===== src/rtl/collision_detector.sv =====
// rtl/collision_detector.sv - Pacman move/collision classifier over a maze RAM (optional POWER_PELLET_EN)
module collision_detector #(
    parameter int MAZE_W = 28,
    parameter int MAZE_H = 31
) (
    input  logic       CLOCK_50,
    input  logic       reset,
    input  logic       move_req,
    input  logic [4:0] target_x,
    input  logic [4:0] target_y,
    input  logic [4:0] ghost_x,
    input  logic [4:0] ghost_y,
    output logic [9:0] tile_addr,
    input  logic [1:0] tile_rdata,
    output logic       tile_we,
    output logic [1:0] tile_wdata,
    output logic       busy,
    output logic       done,
    output logic       move_ok,
    output logic [3:0] collision_type
);

    typedef enum logic [2:0] {
        S_IDLE,
        S_READ,
        S_CLASSIFY,
        S_WRITE,
        S_DONE
    } state_t;

    localparam logic [3:0] CT_NONE  = 4'b0000;
    localparam logic [3:0] CT_WALL  = 4'b0001;
    localparam logic [3:0] CT_PILL  = 4'b0010;
    localparam logic [3:0] CT_POWER = 4'b0100;
    localparam logic [3:0] CT_GHOST = 4'b1000;

    state_t     state_q, state_d;
    logic [4:0] tx_q, tx_d;
    logic [4:0] ty_q, ty_d;
    logic [4:0] gx_q, gx_d;
    logic [4:0] gy_q, gy_d;
    logic [3:0] class_q, class_d;
    logic       ok_q, ok_d;
    logic       in_bounds;
    logic       ghost_hit;

    always_ff @(posedge CLOCK_50 or negedge reset) begin
        if (!reset) begin
            state_q <= S_IDLE;
            tx_q    <= '0;
            ty_q    <= '0;
            gx_q    <= '0;
            gy_q    <= '0;
            class_q <= CT_NONE;
            ok_q    <= 1'b0;
        end else begin
            state_q <= state_d;
            tx_q    <= tx_d;
            ty_q    <= ty_d;
            gx_q    <= gx_d;
            gy_q    <= gy_d;
            class_q <= class_d;
            ok_q    <= ok_d;
        end
    end

    assign in_bounds = (32'(tx_q) < MAZE_W) && (32'(ty_q) < MAZE_H);
    assign ghost_hit = (tx_q == gx_q) && (ty_q == gy_q);

    always_comb begin
        state_d = state_q;
        tx_d    = tx_q;
        ty_d    = ty_q;
        gx_d    = gx_q;
        gy_d    = gy_q;
        class_d = class_q;
        ok_d    = ok_q;
        case (state_q)
            S_IDLE: begin
                if (move_req) begin
                    tx_d    = target_x;
                    ty_d    = target_y;
                    gx_d    = ghost_x;
                    gy_d    = ghost_y;
                    state_d = S_READ;
                end
            end
            S_READ: state_d = S_CLASSIFY;
            S_CLASSIFY: begin
                // Ghost wins over everything, so a ghost sitting on a pill leaves the pill intact.
                if (ghost_hit) begin
                    class_d = CT_GHOST;
                end else if (!in_bounds || tile_rdata == 2'b01) begin
                    class_d = CT_WALL;
                end else if (tile_rdata == 2'b11) begin
`ifdef POWER_PELLET_EN
                    class_d = CT_POWER;
`else
                    class_d = CT_PILL;
`endif
                end else if (tile_rdata == 2'b10) begin
                    class_d = CT_PILL;
                end else begin
                    class_d = CT_NONE;
                end
                ok_d    = (class_d != CT_WALL);
                state_d = S_WRITE;
            end
            S_WRITE: state_d = S_DONE;
            S_DONE:  state_d = S_IDLE;
            default: state_d = S_IDLE;
        endcase
    end

    assign tile_addr      = {ty_q, tx_q};
    assign tile_wdata     = 2'b00;
    assign tile_we        = (state_q == S_WRITE) && ((class_q == CT_PILL) || (class_q == CT_POWER));
    assign busy           = (state_q != S_IDLE);
    assign done           = (state_q == S_DONE);
    assign move_ok        = (state_q == S_DONE) ? ok_q : 1'b0;
    assign collision_type = (state_q == S_DONE) ? class_q : CT_NONE;

endmodule

===== config.mk =====
export PLATFORM = sky130hd
export DESIGN_NAME = collision_detector
export DESIGN_NICKNAME = d
export VERILOG_FILES = /design/src/rtl/collision_detector.sv
export SDC_FILE = /design/constraint.sdc
export NUM_CORES = 1
export LEC_CHECK = 0
export ABC_CLOCK_PERIOD_IN_PS = 3800
export CORE_MARGIN = 3
export CORE_UTILIZATION = 47
export CTS_CLUSTER_DIAMETER = 150
export DETAILED_ROUTE_END_ITERATION = 10
export HOLD_SLACK_MARGIN = 0.12
export PLACE_DENSITY = 0.94
export SLEW_MARGIN = 40
export SYNTH_ARGS = -nofsm -noshare
export SYNTH_HDL_FRONTEND = slang
export SYNTH_SLANG_ARGS = --single-unit

===== constraint.sdc =====
create_clock -name CLOCK_50 -period 3.8 [get_ports CLOCK_50]
set_clock_uncertainty 0.1 [all_clocks]
set_input_delay 0.76 -clock CLOCK_50 [delete_from_list [all_inputs] [get_ports CLOCK_50]]
set_output_delay 0.76 -clock CLOCK_50 [all_outputs]
set_load 0.05 [all_outputs]

Yosys cells after proc, flatten, opt, wreduce, memory -nomap -nowiden
Index checks and enable logic that the tools add are counted.

Bits in writable memories: 0. ROM bits: 0. Input port bits: 25. Memories: 0. Bits in registers: 28. Output and inout port bits: 20. Word-level logic and storage cells: 40. Latch bits: 0.

Shift operators: 0. Equal/unequal tests: 13. Bitwise logic cells: 0. Mux-type cells: 9. $lt $le $gt $ge: 2. Add/subtract/negate cells: 0. Divide/modulo/power cells: 0. Multipliers: 0. Reductions and logical operators: 9.

Operators by type and width (number): $mux 4 (3); $pmux 3 s4 (1); $eq 5x5->1 (2); $lt 5x5->1 const B (2); $eq 3x2->1 const B (2); $mux 2 (3); $eq 2x2->1 const B (2); $eq 4x2->1 const B (1); $eq 4x3->1 const B (1); $ne 4x1->1 const B (1); $eq 3x1->1 const B (1); $eq 3x3->1 const B (1); $logic_and 1x1->1 (3); $logic_not 3->1 (1); $mux 3 (1); $reduce_bool 3->1 (1); $eq 2x1->1 const B (1); $logic_or 1x1->1 (2); $ne 2x2->1 const B (1); $reduce_and 2->1 (1); $logic_not 1->1 (1); $mux 1 (1).

Depth between registers and ports, before layout
Gate-level depths: netlist of run 1.

Depth in word-level cells: 8. Gate-level depth with buffers: 5. Mapped depth without buffers: 4.

Least setup slack after synthesis of run 1
Ideal clock, no wire load.

Path type: register to output. Start point: reg state_q[0]. End point: out collision_type[0]. Required time: 2940 ps. Arrival: 2286 ps. Path buffers: 0. Slack: 654 ps. Cell stages (with the launch flop): 3. Path through: dfrtp_1 nor3b_1 and2_1.

Cells in the longest elaborated chain, start to end: 2.

Ends and longest elaborated chain: start: declaration (RTL line 37) `state_t state_q, state_d;`; start signal: assignment (RTL line 57) `state_q <= state_d;`; $eq 3x3->1; net done (RTL line 18) `output logic done,`; $mux 4 (RTL line 121) `assign collision_type = (state_q == S_DONE) ? class_q : CT_NONE;`; end: declaration (RTL line 20) `output logic [3:0] collision_type`.

The timed path passes the listed nets, and every way through them passes these cells.

Final worst setup path of run 1
Start point: reg state_q[0]. End point: out collision_type[3].

Cells in the longest elaborated chain, start to end: 2.

Ends and longest elaborated chain (RTL line): $eq 3x3->1 (121); $mux 4 (121).

Every way passes these cells.

==> flow_summary.toml, run 1 <==
[sta]
max-slew-margin-rel_pct = 61.11
rsz0062_at_grt = "no"
finalSetupTns_ns = 0
finalSetupViolCount = 0
worst_slack_ns = 0.8206
tightest_slew_ns = 0.5834
holdWs_ns = 0.3303
timing.final.crit_share_pct = 78.41
slew_viol_final = 0
hold_viol = 0
fin_crit_ns = 2.979
fmax_mhz = 335.6

[detailed_routing]
via_per_inst = 5.047
totalWireLength_um = 2415
drt-wirelength-per-cell_um = 14.29
drc = 0
dr.pass1.iters = 4
drt_first_iter_violations = 12
via_count = 853
final_antenna_net_count = 0

[grt]
antenna_found_initial = 0
grt_util_met2_pct = 29.19
grtUsageMet3_pct = 4.525
grt_usage_pct = 16.17
overflow = 0
grt_max_degree = 28
grt.busiest_layer = "met2"
grt_pass1_wl_um = 4174
use_met1_pct = 19.65
grt_pass1_vias = 957

[setup_path]
r2r_end = "ty_q[3]"
crit_required_ns = 2.94
cp_max_fo = 5
cp_data_arrival_time_ns = 2.12
rrSetupSlack_ns = 1.98
critPathCaptureType = "primary output"
regToRegStartpoint = "state_q[0]"
critical_path_class = "reg2out"
crit_start = "state_q[0]"
critPathLaunchType = "register"
r2r_cells = 4

[clock_network]
cts_tree = "yes"
clock-root-buffer = "clkbuf_4"
numCtsBuffers = 3
clkTransAtPathRegs_ns = 0.14
post_cts_buffers = 0
cts_num_sinks = 27
h-tree-depth = 1
clock_path_buffers = 2
cts_resized = 0
holdBufCountCts = 0
clk-insertion-delay-late_ns = 0.31

[layout]
n_antenna_cell = 0
final_cells = 169
mostFrequentLayoutCells = "clkdlybuf4s50_1, dfrtp_1, mux2_2, xor2_1, nand2_1"
area_delta_synth_final_pct = 35.38
finalNetCount = 165
final_common_cell = "clkdlybuf4s50_1"
post-route-util_pct = 67.42
drive_gt1_share_pct = 17.99

[place]
dp.cells = 165
gp_congestion = 0.6789
dp_slack_ns = 1.154
portBuffers = 41
dp_hpwl_um = 1891

[synth]
synth_cell_types = 28
ys_ff_latch = 27
synth.avg_cell_area_um2 = 12.83
ys_warn_count = 0
synth_seq_area_share_pct = 54.27
synthCells = 97
synth_area_um2 = 1245

[floorplan]
die_w_um = 57.47
die_y_um = 57.47
rows = 18
dieArea_um2 = 3302
ios = 45
coreArea_um2 = 2500
start_util_pct = 49.80

[power_and_ir_drop]
p_int_uw = 817.8
p_per_area_nw_per_um2 = 880.7
combPwrFrac_pct = 54.6
seqPwrFrac_pct = 37.6
ir_drop_uv = 585.2
netSwitchingFraction_pct = 44.91
leakage_uw = 0.0007268
p_clk_share_pct = 7.8
switchingPower_uw = 666.6

[run]
max_cap_viol_count = 0

[worst_hold_path]
hp-class = "in2async"

[outcome]
status = "finished clean"
cells in the mapped netlist:
master	number	area share, %
buf_2	2	0.80
xor2_1	10	7.0
mux2_2	18	16
and2_1	4	2.0
and3_1	3	1.5
nand3_1	1	0.40
a21boi_1	1	0.60
or3b_1	1	0.70
dfrtp_1	27	54
nor3b_1	1	0.60
nor4_1	1	0.50
inv_1	2	0.60
buf_6	1	0.90
xnor2_1	1	0.70
nand3_2	1	0.80
nor4_4	1	1.7
nor2_1	3	0.90
a211oi_1	1	0.60
mux2_1	2	1.8
nand2_1	5	1.5
buf_4	3	1.8
nor3_1	1	0.40
and3b_1	1	0.70
or3_1	1	0.50
and4_1	1	0.70
conb_1	1	0.30
nand2b_1	1	0.50
o21ai_0	2	0.80
state kept, by name, indices dropped and copies added (netlist names):
signal / cells
ok_q: 1
class_q: 3
gy_q: 5
tx_q: 5
gx_q: 5
state_q: 3
ty_q: 5
power groups by stage:
stage	logic [uW]	registers (uW)	clock network (uW)
floorplan	411	726	0
finish	810	558	116
CTS	819	560	120
global placement	793	553	0
global route	863	582	131
detailed placement	813	566	0
logic make-up after synthesis:
kind of cell	count (synthesis)	synth area share [%]
buffers and inverters	8	4.121
xor gates and xnor gates	11	7.739
AOI/OAI and AO/OA	4	2.011
DFF	27	54.27
other	1	0.3012
muxes	20	18.09
and+or+nand+nor	26	13.47
per-layer routing:
| layer | wire, um | vias up |
|---|---|---|
| met5 | 0 | - |
| met4 | 0 | 0 |
| met3 | 157 | 0 |
| met2 | 1246 | 30 |
| met1 | 1011 | 414 |
| li1 | - | 409 |
layout make-up:
cell class	instances	area, um^2
well taps	30	37.54
clock buffers	4	26.28
multi-input cells	64	525.5
flip-flops and latches	27	675.6
inverters	2	7.507
repair buffers	42	412.9
fillers	182	814.5
critical path, stage by stage (launching register included):
cell and delay, ns:
dfrtp_1 0.44, nor3b_1 0.40, and2_1 0.19, clkdlybuf4s50_1 0.79
metrics by stage:
stage          total power, uW  instance area (um^2)
3_5_place_dp              1380                  1659
5_1_grt                   1576                  1685
2_1_floorplan             1137                  1252
6_report                  1484                  1685
4_1_cts                   1499                  1685
3_3_place_gp              1346                  1664
how the worst max path moves through the flow:
stage | to | slack (ns)
4_1_cts | collision_type[3] | 0.79
6_report | collision_type[3] | 0.82
2_1_floorplan | collision_type[0] | 0.65
5_1_grt | collision_type[3] | 0.65
3_3_place_gp | move_ok | 1.22
3_5_place_dp | collision_type[3] | 1.15
Note: power is estimated with default switching activity, not from simulation.
==> inputs of run 2 (changes only) <==
ABC_CLOCK_PERIOD_IN_PS = 2450   (was 3800)
CORE_UTILIZATION = 39   (was 47)
PLACE_DENSITY = 0.84   (was 0.94)
clock period = 2.45 ns   (was 3.8 ns; I/O delays follow)
==> run 2 against run 1 <==
Compared with the run above:
- first-iteration DRC count down 67%
- count of clock-buffer cells in the layout decreased by 1
- critical path depth is 1 lower
- combinational power is 56% higher
- cell count is 7.7% higher
- worst setup slack worse by 0.59 ns
- hold slack gained 0.073 ns
- non-clock buffer count grew 1
- utilization down 8.6 points
- register-to-register slack worse by 1.4 ns
- power grew 56%
- critical path type unchanged
- critical endpoint is now busy
==> flow_summary.toml, run 2 (synthesis gave the netlist of run 1 again) <==
[outcome]
status = "finished clean"

[place]
dp.cells = 178
portBuffers = 41
gp_congestion = 0.6999
dp_hpwl_um = 2064

[floorplan]
rows = 19
dieArea_um2 = 3906
start_util_pct = 42.92
die_y_um = 62.50
die_w_um = 62.50
coreArea_um2 = 2900
ios = 45

[sta]
timing.final.crit_share_pct = 90.51
fin_crit_ns = 2.218
fmax_mhz = 450.9
slew_viol_final = 0
finalSetupTns_ns = 0
tightest_slew_ns = 0.5133
hold_viol = 0
max-slew-margin-rel_pct = 65.67
rsz0062_at_grt = "no"
finalSetupViolCount = 0

[setup_path]
critical_path_class = "reg2out"
critPathLaunchType = "register"
cp_data_arrival_time_ns = 1.63
crit_required_ns = 1.86
cp_max_fo = 5
critPathCaptureType = "primary output"

[grt]
grt_max_degree = 28
grt_pass1_vias = 975
antenna_found_initial = 0
grt_pass1_wl_um = 4367
overflow = 0
grt_usage_pct = 13.80

[detailed_routing]
dr.pass1.iters = 4
drt-wirelength-per-cell_um = 14.03
drt_first_iter_violations = 4
totalWireLength_um = 2554
via_per_inst = 4.896
final_antenna_net_count = 0
drc = 0
via_count = 891

[layout]
drive_gt1_share_pct = 23.57
final_cells = 182
mostFrequentLayoutCells = "clkdlybuf4s50_1, dfrtp_1, mux2_2, xor2_1, buf_4"
fill_cells = 257
final_common_cell = "clkdlybuf4s50_1"
area_delta_synth_final_pct = 36.99
n_antenna_cell = 0
multiInputGateArea_um2 = 530.5
seqCellArea_um2 = 675.6
finalNetCount = 166

[power_and_ir_drop]
ir_drop_uv = 738.5
p_clk_share_pct = 8.3
combPwrFrac_pct = 54.3
seqPwrFrac_pct = 37.5
p_per_area_nw_per_um2 = 1358
netSwitchingFraction_pct = 45.65
p_int_uw = 1258
switchingPower_uw = 1057
leakage_uw = 0.0007446

[clock_network]
cts_tree = "yes"
clkTransAtPathRegs_ns = 0.14
clk-insertion-delay-late_ns = 0.32
clock-root-buffer = "clkbuf_4"
cts_num_sinks = 27
h-tree-depth = 1
numCtsBuffers = 3
holdBufCountCts = 0
clock_path_buffers = 2

[worst_hold_path]
hp-class = "reg2reg"

[run]
max_cap_viol_count = 0
-- run 2: changes by cell type in the layout (fill, tap and decap cells not counted), sizes merged --
| cell | before | now |
|---|---|---|
| buf | 2 | 8 |
| clkbuf | 4 | 3 |
| clkinvlp | 0 | 1 |
| dlygate4sd2 | 0 | 1 |
| clkdlybuf4s50 | 40 | 34 |
-- run 2: final timing paths --
kind / slack (ns) / cells after the start / from / endpoint
setup / recovery: 0.23 / 2 / state_q[0] / busy
hold / removal: 0.40 / 2 / ok_q / ok_q
setup reg to reg: 0.62 / 4 / state_q[0] / class_q[0]
hold reg to reg: 0.40 / 2 / ok_q / ok_q
max in group asynchronous: 1.58 / 2 / reset / tx_q[2]
min in group asynchronous: 0.41 / 2 / reset / gy_q[1]
-- run 2: what timing repair did --
item / 4_1_cts / 5_1_grt
endpoints found under the setup margin: 1 / 0
buffers inserted: 0 / 0
resized for setup: 1 / 0
-- run 2: cell type report --
class / count / share of cell area (%)
flip-flops and latches: 27 / 39.62
multi-input cells: 64 / 31.11
repair buffers: 43 / 23.99
well taps: 42 / 3.081
clock buffers: 3 / 1.321
clock inverters: 1 / 0.4402
inverters: 2 / 0.4402
-- run 2: routing by layer --
layer	share of wire [%]	wire [um]	global-route usage, %	up-vias
met3	6.2	158	3.597	4
met5	0	0	0	-
met2	54	1376	25.03	34
met1	39	986	15.10	443
li1	-	-	-	410
met4	1.3	32	5.785	0
-- run 2: worst max-delay path, cell delays in order, from the launching register on --
cell	delay, ns
dfrtp_1	0.45
or3_1	0.42
dlygate4sd2_1	0.44
-- run 2: through the flow --
stage | setup WS, ns | utilization, % | hold slack [ns] | area, um^2 | power [uW]
floorplan | 0.1591 | - | 0.09441 | 1257 | 1768
global route | 0.1440 | 58.80 | 0.4118 | 1705 | 2463
CTS | 0.2042 | 58.80 | 0.4085 | 1705 | 2344
detailed placement | 0.3128 | 57.81 | 0.3752 | 1677 | 2157
finish | 0.2324 | 58.80 | 0.4032 | 1705 | 2315
global placement | 0.3359 | 57.81 | 0.3512 | 1677 | 2095
-- run 2: power by group through the flow --
stage	sequential (uW)	clock, uW	combinational, uW
after floorplan	1130	0	639
final	868	191	1260
after global routing	904	224	1340
after CTS	872	201	1270
after global placement	862	0	1230
after detailed placement	881	0	1280
